<file path="config.mk">
export PLATFORM = sky130hd
export DESIGN_NAME = siso_shift_ctrl
export DESIGN_NICKNAME = d
export VERILOG_FILES = /design/src/rtl/siso_ctrl_pkg.sv /design/src/rtl/siso_bit_timer.sv /design/src/rtl/siso_shift_ctrl.sv
export SDC_FILE = /design/constraint.sdc
export NUM_CORES = 1
export LEC_CHECK = 0
export ABC_AREA = 1
export ABC_CLOCK_PERIOD_IN_PS = 1360
export BUFFER_PORTS_ARGS = -buffer_cell sky130_fd_sc_hd__buf_2
export CAP_MARGIN = 10
export CORE_AREA = 2 2 39 41
export CTS_BUF_LIST = sky130_fd_sc_hd__clkbuf_4 sky130_fd_sc_hd__clkbuf_8 sky130_fd_sc_hd__clkbuf_16
export DETAILED_ROUTE_END_ITERATION = 10
export DIE_AREA = 0 0 41 43
export PLACE_DENSITY = 0.56
export SYNTH_ARGS = -nofsm -noshare
export SYNTH_HDL_FRONTEND = slang
export SYNTH_SLANG_ARGS = --single-unit
</file>
<file path="constraint.sdc">
create_clock -name clk -period 1.36 [get_ports clk]
set_clock_uncertainty 0.15 [all_clocks]
set_input_delay 0.136 -clock clk [delete_from_list [all_inputs] [get_ports clk]]
set_output_delay 0.136 -clock clk [all_outputs]
set_load 0.03 [all_outputs]
</file>
<file path="src/rtl/siso_ctrl_pkg.sv">
// siso_ctrl_pkg
// Shared types and helpers for the SISO shift-register sequencer.
//   state_t       : controller state encoding (IDLE, SHIFT, PAR, DONE)
//   DEFAULT_WIDTH : default bits per frame
//   DEFAULT_DIV   : default clocks per serial bit
//   even_parity() : even parity of a word, zero-extended to PARITY_MAX_W bits
package siso_ctrl_pkg;

    localparam int STATE_W = 2;

    typedef enum logic [STATE_W-1:0] {
        IDLE  = 2'd0,
        SHIFT = 2'd1,
        PAR   = 2'd2,
        DONE  = 2'd3
    } state_t;

    localparam int DEFAULT_WIDTH = 4;
    localparam int DEFAULT_DIV   = 1;

    // Callers zero-extend their word to this width; extra zero bits leave the
    // parity unchanged.
    localparam int PARITY_MAX_W = 64;

    function automatic logic even_parity(input logic [PARITY_MAX_W-1:0] word);
        return ^word;
    endfunction

endpackage

</file>
<file path="src/rtl/siso_bit_timer.sv">
// siso_bit_timer
// Bit-period divider: counts DIV clocks per serial bit while running and
// flags the last clock of each bit period.
// Ports:
//   clk  : system clock, rising edge
//   rst  : synchronous active-high reset
//   run  : count while high
//   clr  : synchronous counter clear (dominates run)
//   tick : high in the final clock of each bit period (shift strobe source)
module siso_bit_timer
    import siso_ctrl_pkg::*;
#(
    parameter int DIV = DEFAULT_DIV
) (
    input  logic clk,
    input  logic rst,
    input  logic run,
    input  logic clr,
    output logic tick
);

    localparam int CW = (DIV > 1) ? $clog2(DIV) : 1;
    localparam logic [CW-1:0] LAST = CW'(DIV - 1);

    logic [CW-1:0] div_cnt;

    always_ff @(posedge clk) begin
        if (rst || clr) begin
            div_cnt <= '0;
        end else if (run) begin
            div_cnt <= (div_cnt == LAST) ? '0 : div_cnt + 1'b1;
        end
    end

    // run comes from the controller's state register, so tick never depends
    // combinationally on a module input of the controller.
    assign tick = run && (div_cnt == LAST);

endmodule

</file>
<file path="src/rtl/siso_shift_ctrl.sv">
// siso_shift_ctrl
// Serializes a parallel word onto the din of a downstream SISO register,
// holding each bit for DIV clocks and strobing shift_en once per bit.
// Optional feature: define SISO_SHIFT_CTRL_PARITY_EN to append an even-parity
// bit after the data bits.
// Ports:
//   clk        : system clock, rising edge
//   rst        : synchronous active-high reset
//   load_valid : producer has a word
//   load_ready : controller can accept a word (0 while rst is high)
//   load_data  : word to serialize
//   abort      : synchronous frame cancel
//   sout       : serial bit to downstream din
//   shift_en   : one-cycle strobe, downstream samples sout when high
//   busy       : frame in progress
//   done       : one-cycle pulse at frame completion
module siso_shift_ctrl
    import siso_ctrl_pkg::*;
#(
    parameter int WIDTH     = DEFAULT_WIDTH,
    parameter int DIV       = DEFAULT_DIV,
    parameter bit MSB_FIRST = 1'b1
) (
    input  logic             clk,
    input  logic             rst,
    input  logic             load_valid,
    output logic             load_ready,
    input  logic [WIDTH-1:0] load_data,
    input  logic             abort,
    output logic             sout,
    output logic             shift_en,
    output logic             busy,
    output logic             done
);

    localparam int BW = $clog2(WIDTH + 1);
    localparam logic [BW-1:0] LAST_BIT = BW'(WIDTH - 1);
    localparam int OUT_IDX = MSB_FIRST ? WIDTH - 1 : 0;

    state_t           state;
    state_t           state_nxt;
    logic [WIDTH-1:0] shadow;
    logic [BW-1:0]    bit_cnt;
    logic             tick;
    logic             run;
    logic             accept;

`ifdef SISO_SHIFT_CTRL_PARITY_EN
    logic par_bit;
    assign run = (state == SHIFT) || (state == PAR);
`else
    assign run = (state == SHIFT);
`endif

    siso_bit_timer #(.DIV(DIV)) u_timer (
        .clk  (clk),
        .rst  (rst),
        .run  (run),
        .clr  (!run),
        .tick (tick)
    );

    assign load_ready = (state == IDLE) && !rst;
    assign accept     = load_valid && load_ready;

    // Every output below is decoded purely from flops (state, shadow, timer
    // counter), so no input reaches sout/shift_en/busy/done combinationally.
    assign shift_en = tick;
    assign busy     = (state != IDLE);
    assign done     = (state == DONE);

    always_comb begin
        sout = 1'b0;
        if (state == SHIFT) begin
            sout = shadow[OUT_IDX];
        end
`ifdef SISO_SHIFT_CTRL_PARITY_EN
        else if (state == PAR) begin
            sout = par_bit;
        end
`endif
    end

    always_comb begin
        state_nxt = state;
        case (state)
            IDLE: begin
                if (accept) begin
                    state_nxt = SHIFT;
                end
            end
            SHIFT: begin
                if (abort) begin
                    state_nxt = IDLE;
                end else if (tick && (bit_cnt == LAST_BIT)) begin
`ifdef SISO_SHIFT_CTRL_PARITY_EN
                    state_nxt = PAR;
`else
                    state_nxt = DONE;
`endif
                end
            end
`ifdef SISO_SHIFT_CTRL_PARITY_EN
            PAR: begin
                if (abort) begin
                    state_nxt = IDLE;
                end else if (tick) begin
                    state_nxt = DONE;
                end
            end
`endif
            DONE:    state_nxt = IDLE;
            default: state_nxt = IDLE;
        endcase
    end

    // The shadow register shifts toward the output bit position so the bit
    // currently on sout always sits at OUT_IDX.
    always_ff @(posedge clk) begin
        if (rst) begin
            state   <= IDLE;
            shadow  <= '0;
            bit_cnt <= '0;
        end else begin
            state <= state_nxt;
            if (accept) begin
                shadow  <= load_data;
                bit_cnt <= '0;
            end else if ((state == SHIFT) && tick) begin
                shadow  <= MSB_FIRST ? (shadow << 1) : (shadow >> 1);
                bit_cnt <= bit_cnt + 1'b1;
            end
        end
    end

`ifdef SISO_SHIFT_CTRL_PARITY_EN
    // Parity is taken at capture time because the shadow register is
    // consumed by shifting.
    always_ff @(posedge clk) begin
        if (rst) begin
            par_bit <= 1'b0;
        end else if (accept) begin
            par_bit <= even_parity(PARITY_MAX_W'(load_data));
        end
    end
`endif

endmodule

</file>
==> qor.yml, run 1 <==
status: "completed"
slew_headroom_pct: 87.7
worstSkewPairLatency_ns: 0.25
maxCapViolations: 0
hold_viol_final: 0
grt_setup_unrepaired: "true"
critPathArrivalTime_ns: 1.02
period_needed_ns: 1.31
vias: 456
rr_startpoint: "bit_cnt[0]"
drt_iter0_markers: 9
firstDrtPassIters: 4
ys_seq_elements: 9
dieArea_um2: 1760
post-place-ws_ns: 0.0945
gr-total-overflow: 0
place_congestion: 0.718
start_util_pct: 33.8
antenna_found_initial: 0
critPathLaunchType: "flip-flop"
cts_buffers: 3
syn_to_final_growth_pct: 46.8
io_buffers: 12
tightest_slew_ns: 0.184
hp-class: "in -> reg"
layout.nets: 100
num_rows: 14
cts_max_level: 1
netlist_instances: 66
hpwlAfterDp_um: 653
grt_usage_pct: 13.8
wl_per_cell_um: 9.29
wirelength_um: 975
n_antenna_cell: 0
fmax_mhz: 764
r2r_slack_ns: 0.11
ctsLongestPathBuffers: 2
cts.sinks: 9
die_y_um: 43
drive_gt1_share_pct: 34.8
ir_worst_vdd_mv: 0.545
utilization_pct: 49.6
seq_area_frac_synth_pct: 38.5
cts_tree: "yes"
grt_pass1_vias: 404
core-area_um2: 1380
vias_per_cell: 4.34
critPathKind: "reg -> out"
p_per_area_nw_per_um2: 923
slew_viol_final: 0
period_share_pct: 96.2
drc: 0
setup_viol: 0
ys_types: 17
crit-reg2reg-capture: "bit_cnt[2]"
setup_slack_ns: 0.0519
ff2ff_path_depth: 5
required_ns: 1.07
syn_nets: 76
syn_avg_cell_area_um2: 7.09
drtAntennaViolNets: 0
clk_pin_slew_worst_paths_ns: 0.06
path_max_fanout: 9
whs_ns: 0.0543
crit_start: "state[1]"
yosys_warnings: 0
grt_max_degree: 10
cts-root-buf: "clkbuf_4"
grt_first_pass_wirelength_um: 1600
leakage_nw: 0.345
io_pins: 13
die_w_um: 41
cp-end-kind: "output port"
synth_area_um2: 468
worstSetupEndpoint: "sout"
[worst min path at each step]
stage | cells past startpoint | slack [ns] | startpoint | end
CTS | 4 | 0.04 | rst | bit_cnt[1]
finish | 4 | 0.05 | rst | bit_cnt[1]
global route | 4 | 0.07 | rst | bit_cnt[2]
floorplan | 1 | 0.06 | rst | shadow[0]
detailed placement | 3 | 0.22 | load_data[3] | shadow[3]
global placement | 3 | 0.21 | load_data[1] | shadow[1]
[metal layers]
| layer | up-vias | global-route usage, % | wire [um] |
|---|---|---|---|
| met5 | - | 0 | 0 |
| met4 | 0 | 10.0 | 14 |
| met2 | 8 | 18.1 | 446 |
| li1 | 255 | - | - |
| met3 | 2 | 4.71 | 31 |
| met1 | 191 | 17.9 | 482 |
[through the flow]
stage	std cells	area, um^2	TNS, ns	power, mW
finish	105	687	0	0.634
global route	105	687	-0.0177	0.674
CTS	105	663	0	0.641
detailed placement	94	551	0	0.396
global placement	94	551	0	0.396
floorplan	66	470	0	0.363
[critical path, stage by stage (launching register included)]
cell     delay [ns]
dfxtp_4        0.37
inv_4          0.07
nand2_4        0.09
nor2_2         0.10
buf_6          0.13
[kinds of logic (layout without fill, tap and decap cells)]
group,count (synthesis),in the layout,synth area share (%)
compound gates,4,4,4.28
xor+xnor,1,1,1.87
fa+ha+maj,2,2,5.35
buf+inv,11,34,9.36
flops,9,9,38.5
simple gates,39,39,40.6
[cell usage in the layout, fill, tap and decap left out, drive strengths merged]
| cell type | count |
|---|---|
| inv | 11 |
| dlygate4sd3 | 6 |
| a21oi | 3 |
| clkbuf | 4 |
| nand2 | 20 |
| nand3 | 6 |
| nor2 | 10 |
| o21ai | 1 |
| dfxtp | 9 |
| nor3 | 1 |
| ha | 2 |
| xor2 | 1 |
| buf | 13 |
| nand4 | 2 |
[cells in the mapped netlist]
cell type | instances | area share (%)
nand2_1 | 18 | 14
dfxtp_1 | 9 | 39
inv_1 | 7 | 5.6
nor2_1 | 7 | 5.6
nand3_1 | 5 | 5.3
a21oi_1 | 3 | 3.2
inv_2 | 3 | 2.4
ha_1 | 2 | 5.3
nand2_2 | 2 | 2.7
nand4_1 | 2 | 2.7
nor2_2 | 2 | 2.7
inv_4 | 1 | 1.3
nand3_4 | 1 | 3.7
nor2_4 | 1 | 2.4
nor3_1 | 1 | 1.1
o21ai_0 | 1 | 1.1
xor2_1 | 1 | 1.9
[registers in the layout, summed over array words and instances (netlist names)]
register  flops
bit_cnt       3
shadow        4
state         2
[final cells by class]
cell class                      count  area (um^2)
Clock buffer                        4         30.0
Multi-Input combinational cell     46          254
Fill cell                         150          697
Tap cell                           16         20.0
Timing Repair Buffer               19          146
Sequential cell                     9          188
Inverter                           11         48.8
[where the power goes]
| part | internal [mW] | switching, mW |
|---|---|---|
| Combinational | 0.0548 | 0.0715 |
| Sequential | 0.275 | 0.0113 |
| Clock | 0.133 | 0.0886 |
| Total | 0.462 | 0.171 |
[repair_timing]
item | CTS | global route
endpoints found under the setup margin | 4 | 4
hold buffers | 6 | 0
setup buffers | 1 | 0
pin swaps | 0 | 1
endpoints found under the hold margin | 6 | 0
resized for setup | 6 | 10
gates cloned | 0 | 0
(Power assumes the default switching activity.)
==> inputs of run 2 (changes only) <==
==> constraint.sdc (replaced) <==
create_clock -name clk -period 1.36 [get_ports clk]
set_clock_uncertainty 0.15 [all_clocks]
set_input_delay 0.204 -clock clk [delete_from_list [all_inputs] [get_ports clk]]
set_output_delay 0.204 -clock clk [all_outputs]
set_load 0.03 [all_outputs]
==> run 2 against run 1 <==
The flow now finishes with violations (setup timing). Sequential power barely moved. Flip-flop and latch count did not move. Count of clock-buffer cells in the layout did not move. Die area did not move. First-iteration DRC count fell by 44%. Power rose by 2.5%. Combinational power rose by 10%. Maximum frequency fell by 4.1%. Sequential share of layout area fell by 1.1 points. Critical path type unchanged. Largest cell class unchanged. Highest routed layer is now met3.
==> qor.yml, run 2 (synthesized netlist as in run 1, its figures left out) <==
status: "complete, but fails checks"
violations: "setup timing"
grt_first_pass_wirelength_um: 1610  # +0.88%
layout_commonest_cell: "nand2_1"
vias: 473  # +3.7%
critPathArrivalTime_ns: 1.01  # about the same
hpwlAfterDp_um: 672  # +2.8%
place_congestion: 0.659  # -8.2%
n_antenna_cell: 0  # unchanged
fillers: 150  # unchanged
swShare_pct: 27.9  # +0.84 points
setup_viol: 1  # +1
slew_headroom_pct: 88.2  # +0.46 points
grt_setup_unrepaired: "true"
leakage_nw: 0.356  # +3.2%
tightest_slew_ns: 0.177  # -0.00677 ns
holdBufCountCts: 0  # -6
layout.nets: 100  # unchanged
wirelength_um: 1030  # +6.1%
cts_tree: "yes"
critPathKind: "reg -> out"
p_seq_share_pct: 44.1  # -1.1 points
path_max_fanout: 4  # -5
cp-end-kind: "output port"
grt_pass1_vias: 409  # +1.2%
cts_max_level: 1  # unchanged
num_rows: 14  # unchanged
io_pins: 13  # unchanged
die_w_um: 41  # unchanged
vias_per_cell: 4.50  # +3.7%
period_share_pct: 100  # +4.2 points
ctsLongestPathBuffers: 2  # unchanged
syn_to_final_growth_pct: 52.7
hp-class: "in -> reg"
gr-total-overflow: 0  # unchanged
clk_pin_slew_worst_paths_ns: 0.06  # about the same
cts-root-buf: "clkbuf_4"
p_switching_uw: 181  # +5.7%
firstDrtPassIters: 4  # unchanged
maxCapViolations: 0  # unchanged
regMostFlops: "shadow"
fin_area_um2: 714  # +4.0%
hold_viol_final: 0  # unchanged
power_frac_comb_pct: 21.4  # +1.5 points
whs_ns: 0.0119  # -0.0424 ns
drt_iter0_markers: 5  # -4
period_needed_ns: 1.36  # +0.0566 ns
die_y_um: 43  # unchanged
slew_viol_final: 0  # unchanged
required_ns: 1.01  # -0.06 ns
power.total_uw: 649  # +2.5%
fmax_mhz: 733  # -4.1%
reg_top3: "shadow: 4 flops, bit_cnt: 3 flops, state: 2 flops"
p_per_area_nw_per_um2: 909  # -1.5%
fin_tns_setup_ns: -0.00474  # -0.00474 ns
grt_usage_pct: 14.1  # +0.32 points
critPathLaunchType: "flip-flop"
grt_max_degree: 10  # unchanged
cts.sinks: 9  # unchanged
drc: 0  # unchanged
antenna_found_initial: 0  # unchanged
core-area_um2: 1380  # unchanged
dpl_cell_area_um2: 551  # unchanged
io_buffers: 12  # unchanged
final_cell_mix: "17 x nand2_1, 8 x buf_4, 7 x inv_1, 7 x dfxtp_1, 7 x buf_2"
setup_slack_ns: -0.00474  # -0.0566 ns
power.share.clock_pct: 34.5  # -0.4 points
dieArea_um2: 1760  # unchanged
drive_gt1_share_pct: 42.7  # +7.9 points
p_int_uw: 468  # +1.3%
wl_per_cell_um: 9.85  # +6.1%
start_util_pct: 33.8  # unchanged
cts_buffers: 3  # unchanged
drtAntennaViolNets: 0  # unchanged
largest_register_ffs: 4  # unchanged
ir_worst_vdd_mv: 0.568  # +4.1%
worstSkewPairLatency_ns: 0.26  # about the same
==> run 2: cell types whose count changed in the layout (fill, tap and decap cells not counted), sizes merged <==
| cell | previous run | this run |
|---|---|---|
| buf | 13 | 19 |
| dlygate4sd3 | 6 | 0 |
==> run 2: critical path: stages (launching register included) <==
cell and delay, ns:
dfxtp_4 0.38, inv_6 0.09, nand2_4 0.06, nor2_4 0.09, buf_6 0.13
==> run 2: final cells by class <==
cell class | instances | area [um^2] | share of cell area (%)
Tap cell | 16 | 20.0 | 2.80
Sequential cell | 9 | 188 | 26.3
Multi-Input combinational cell | 46 | 285 | 39.9
Timing Repair Buffer | 19 | 140 | 19.6
Clock buffer | 4 | 30.0 | 4.20
Inverter | 11 | 51.3 | 7.18
==> run 2: path summary, 6_finish.rpt <==
check               startpoint          to  slack (ns)  depth (start not counted)
setup / recovery      state[1]  load_ready      -0.005                          4
hold / removal    load_data[3]   shadow[3]        0.01                          3
setup reg to reg      state[0]    state[0]        0.07                          5
hold reg to reg      shadow[0]   shadow[0]        0.33                          2
==> run 2: power groups by stage <==
stage          logic [mW]  clock network [mW]  registers (mW)
6_report            0.139               0.224           0.286
3_3_place_gp        0.104                   0           0.293
2_1_floorplan      0.0723                   0           0.291
4_1_cts             0.132               0.235           0.286
5_1_grt             0.154               0.254           0.289
3_5_place_dp        0.103                   0           0.293
==> run 2: layer usage <==
metal | global-route usage [%] | part of all wire (%) | up-vias
li1 | - | - | 252
met5 | 0 | 0 | -
met4 | 4.00 | 0 | 0
met1 | 15.7 | 42 | 209
met2 | 21.3 | 52 | 12
met3 | 9.42 | 6.8 | 0
==> run 2: timing repair <==
action,4_1_cts,5_1_grt
pin swaps,3,5
endpoints found under the setup margin,5,10
hold endpoints to repair,0,0
gates resized for setup,18,7
setup buffers,5,2
cloned,0,0
==> run 2: stage by stage <==
stage               cells  utilization (%)  setup slack [ns]
global route          105             51.6           -0.0588
detailed placement     94             39.8            0.0613
global placement       94             39.8            0.0702
floorplan              66                -            0.0122
CTS                   103             48.8         0.0000571
finish                105             51.6          -0.00474
==> inputs of run 3 (changes only) <==
- BUFFER_PORTS_ARGS: -buffer_cell sky130_fd_sc_hd__buf_2 -> -buffer_cell sky130_fd_sc_hd__buf_4
- SETUP_SLACK_MARGIN: unset -> 0.1
==> run 3 against run 2 <==
The flow now finishes without violations. Die area unchanged. Critical path depth unchanged. Highest routed layer is now met4. Routed wire length is 9.6% higher. Worst hold slack better by 0.00086 ns. Combinational power up 13%. First-iteration DRC count shrank 40%. Sequential power hardly changed.
==> qor.yml, run 3 (synthesized netlist as in run 1, its figures left out) <==
drc: 0  # unchanged
die_y_um: 43  # unchanged
gr-total-overflow: 0  # unchanged
wirelength_um: 1130  # +9.6%
io_buffers: 12  # unchanged
wl_met1_um: 508  # +18%
n_antenna_cell: 0  # unchanged
wl_met3_um: 46  # -34%
start_util_pct: 33.8  # unchanged
layout_commonest_cell: "nand2_1"
period_share_pct: 99.3  # -1.1 points
required_ns: 1.01  # about the same
top_layer: "met4"
final_cells: 105  # unchanged
status: "completed"
slew_headroom_pct: 89.6  # +1.5 points
ff2ff_path_depth: 7  # +2
critPathLaunchType: "flip-flop"
hp-class: "in -> reg"
whs_path_depth: 3  # unchanged
ir_worst_vdd_mv: 0.495  # -13%
grt_setup_unrepaired: "true"
fin_tns_setup_ns: 0  # +0.00474 ns
fillers: 133  # -11%
num_rows: 14  # unchanged
setup_viol: 0  # -1
maxCapViolations: 0  # unchanged
grt_first_pass_wirelength_um: 1700  # +5.1%
grt_max_degree: 10  # unchanged
whs_ns: 0.0127  # +0.000857 ns
critPathArrivalTime_ns: 1.00  # about the same
place_congestion: 0.669  # +1.5%
clk_pin_slew_worst_paths_ns: 0.06  # about the same
grt_usage_pct: 15.1  # +1.0 points
p_per_area_nw_per_um2: 906  # -0.34%
core-area_um2: 1380  # unchanged
cts_tree: "yes"
cts_max_level: 1  # unchanged
hold_start: "load_data[1]"
largest_register_ffs: 4  # unchanged
leakage_nw: 0.368  # +3.5%
slowest_stage: "dfxtp_4"
vias_per_cell: 4.66  # +3.4%
cts-root-buf: "clkbuf_4"
reg_top3: "shadow: 4 flops, bit_cnt: 3 flops, state: 2 flops"
final_cell_mix: "16 x nand2_1, 13 x buf_4, 7 x inv_1, 7 x dfxtp_1"
critPathKind: "reg -> out"
holdPathEnd: "shadow[1]"
drt_iter0_markers: 3  # -2
drtAntennaViolNets: 0  # unchanged
wl_per_cell_um: 10.8  # +9.6%
layout.nets: 100  # unchanged
cts.sinks: 9  # unchanged
crit_buf_inv: 2  # unchanged
antenna_found_initial: 0  # unchanged
vias: 489  # +3.4%
drive_gt1_share_pct: 46.1  # +3.4 points
fmax_mhz: 741  # +1.1%
dp.cells: 94  # unchanged
met2_length_um: 536  # +0.56%
firstDrtPassIters: 4  # unchanged
grt_pass1_vias: 409  # unchanged
crit_family: "flip-flops"
die_w_um: 41  # unchanged
cts_buffers: 3  # unchanged
dieArea_um2: 1760  # unchanged
regMostFlops: "shadow"
worstSkewPairLatency_ns: 0.26  # about the same
syn_to_final_growth_pct: 60.7
slew_viol_final: 0  # unchanged
hpwlAfterDp_um: 700  # +4.2%
path_max_fanout: 4  # unchanged
crit_chain: "inv_6 -> nand2_4 -> nor2_4 -> buf_6"
tightest_slew_ns: 0.155  # -0.0221 ns
io_pins: 13  # unchanged
ctsLongestPathBuffers: 2  # unchanged
rr_startpoint: "state[0]"
r2r_slack_ns: 0.06  # about the same
cp-end-kind: "output port"
hold_viol_final: 0  # unchanged
period_needed_ns: 1.35  # -0.0145 ns
max_stage_delay_ns: 0.38  # about the same
crit-reg2reg-capture: "bit_cnt[2]"
==> run 3: cell type report <==
type	instances	area, um^2	share of cell area (%)
multi-input cells	47	310	41.3
clock buffers	4	30.0	3.99
inverters	11	51.3	6.82
repair buffers	18	153	20.3
well taps	16	20.0	2.66
flip-flops and latches	9	188	25.0
==> run 3: how the worst max path moves through the flow <==
stage	slack, ns	cells past startpoint	startpoint	end
2_1_floorplan	0.07	3	state[0]	load_ready
3_3_place_gp	0.1	5	bit_cnt[0]	bit_cnt[2]
3_5_place_dp	0.11	5	bit_cnt[0]	bit_cnt[2]
4_1_cts	0.008	3	state[0]	shift_en
5_1_grt	-0.05	4	state[1]	load_ready
6_report	0.01	4	state[1]	load_ready
==> run 3: tightest hold or removal path, delay by kind of cell <==
| kind | cells | cell delay, ns |
|---|---|---|
| and+or+nand+nor | 2 | 0.11 |
| buffers and inverters | 1 | 0.08 |
==> run 3: power by group <==
group	internal, mW	leakage (nW)	switching [mW]
Clock	0.134	0.0184	0.103
Combinational	0.0717	0.275	0.0853
Sequential	0.275	0.0749	0.0130
==> run 3: what timing repair did <==
item / 4_1_cts / 5_1_grt
pin swaps: 3 / 1
cloned: 0 / 1
resized for setup: 16 / 6
hold buffers: 1 / 0
buffers inserted: 4 / 1
hold endpoints to repair: 1 / 0
endpoints found under the setup margin: 6 / 13
==> run 3: per-layer routing <==
metal / vias up / GRT usage, %
met4: 0 / 14.0
met3: 5 / 3.14
met5: - / 0
li1: 259 / -
met2: 10 / 20.0
met1: 215 / 19.3
==> run 3: per-stage QoR <==
step	total power, mW	worst slack, ns	cell area, um^2	util (%)
after floorplan	0.366	0.0733	478	-
after global placement	0.409	0.0952	588	42.5
after detailed placement	0.410	0.107	588	42.5
after CTS	0.677	0.00833	714	51.6
after global routing	0.720	-0.0456	752	54.3
final	0.681	0.00972	752	54.3
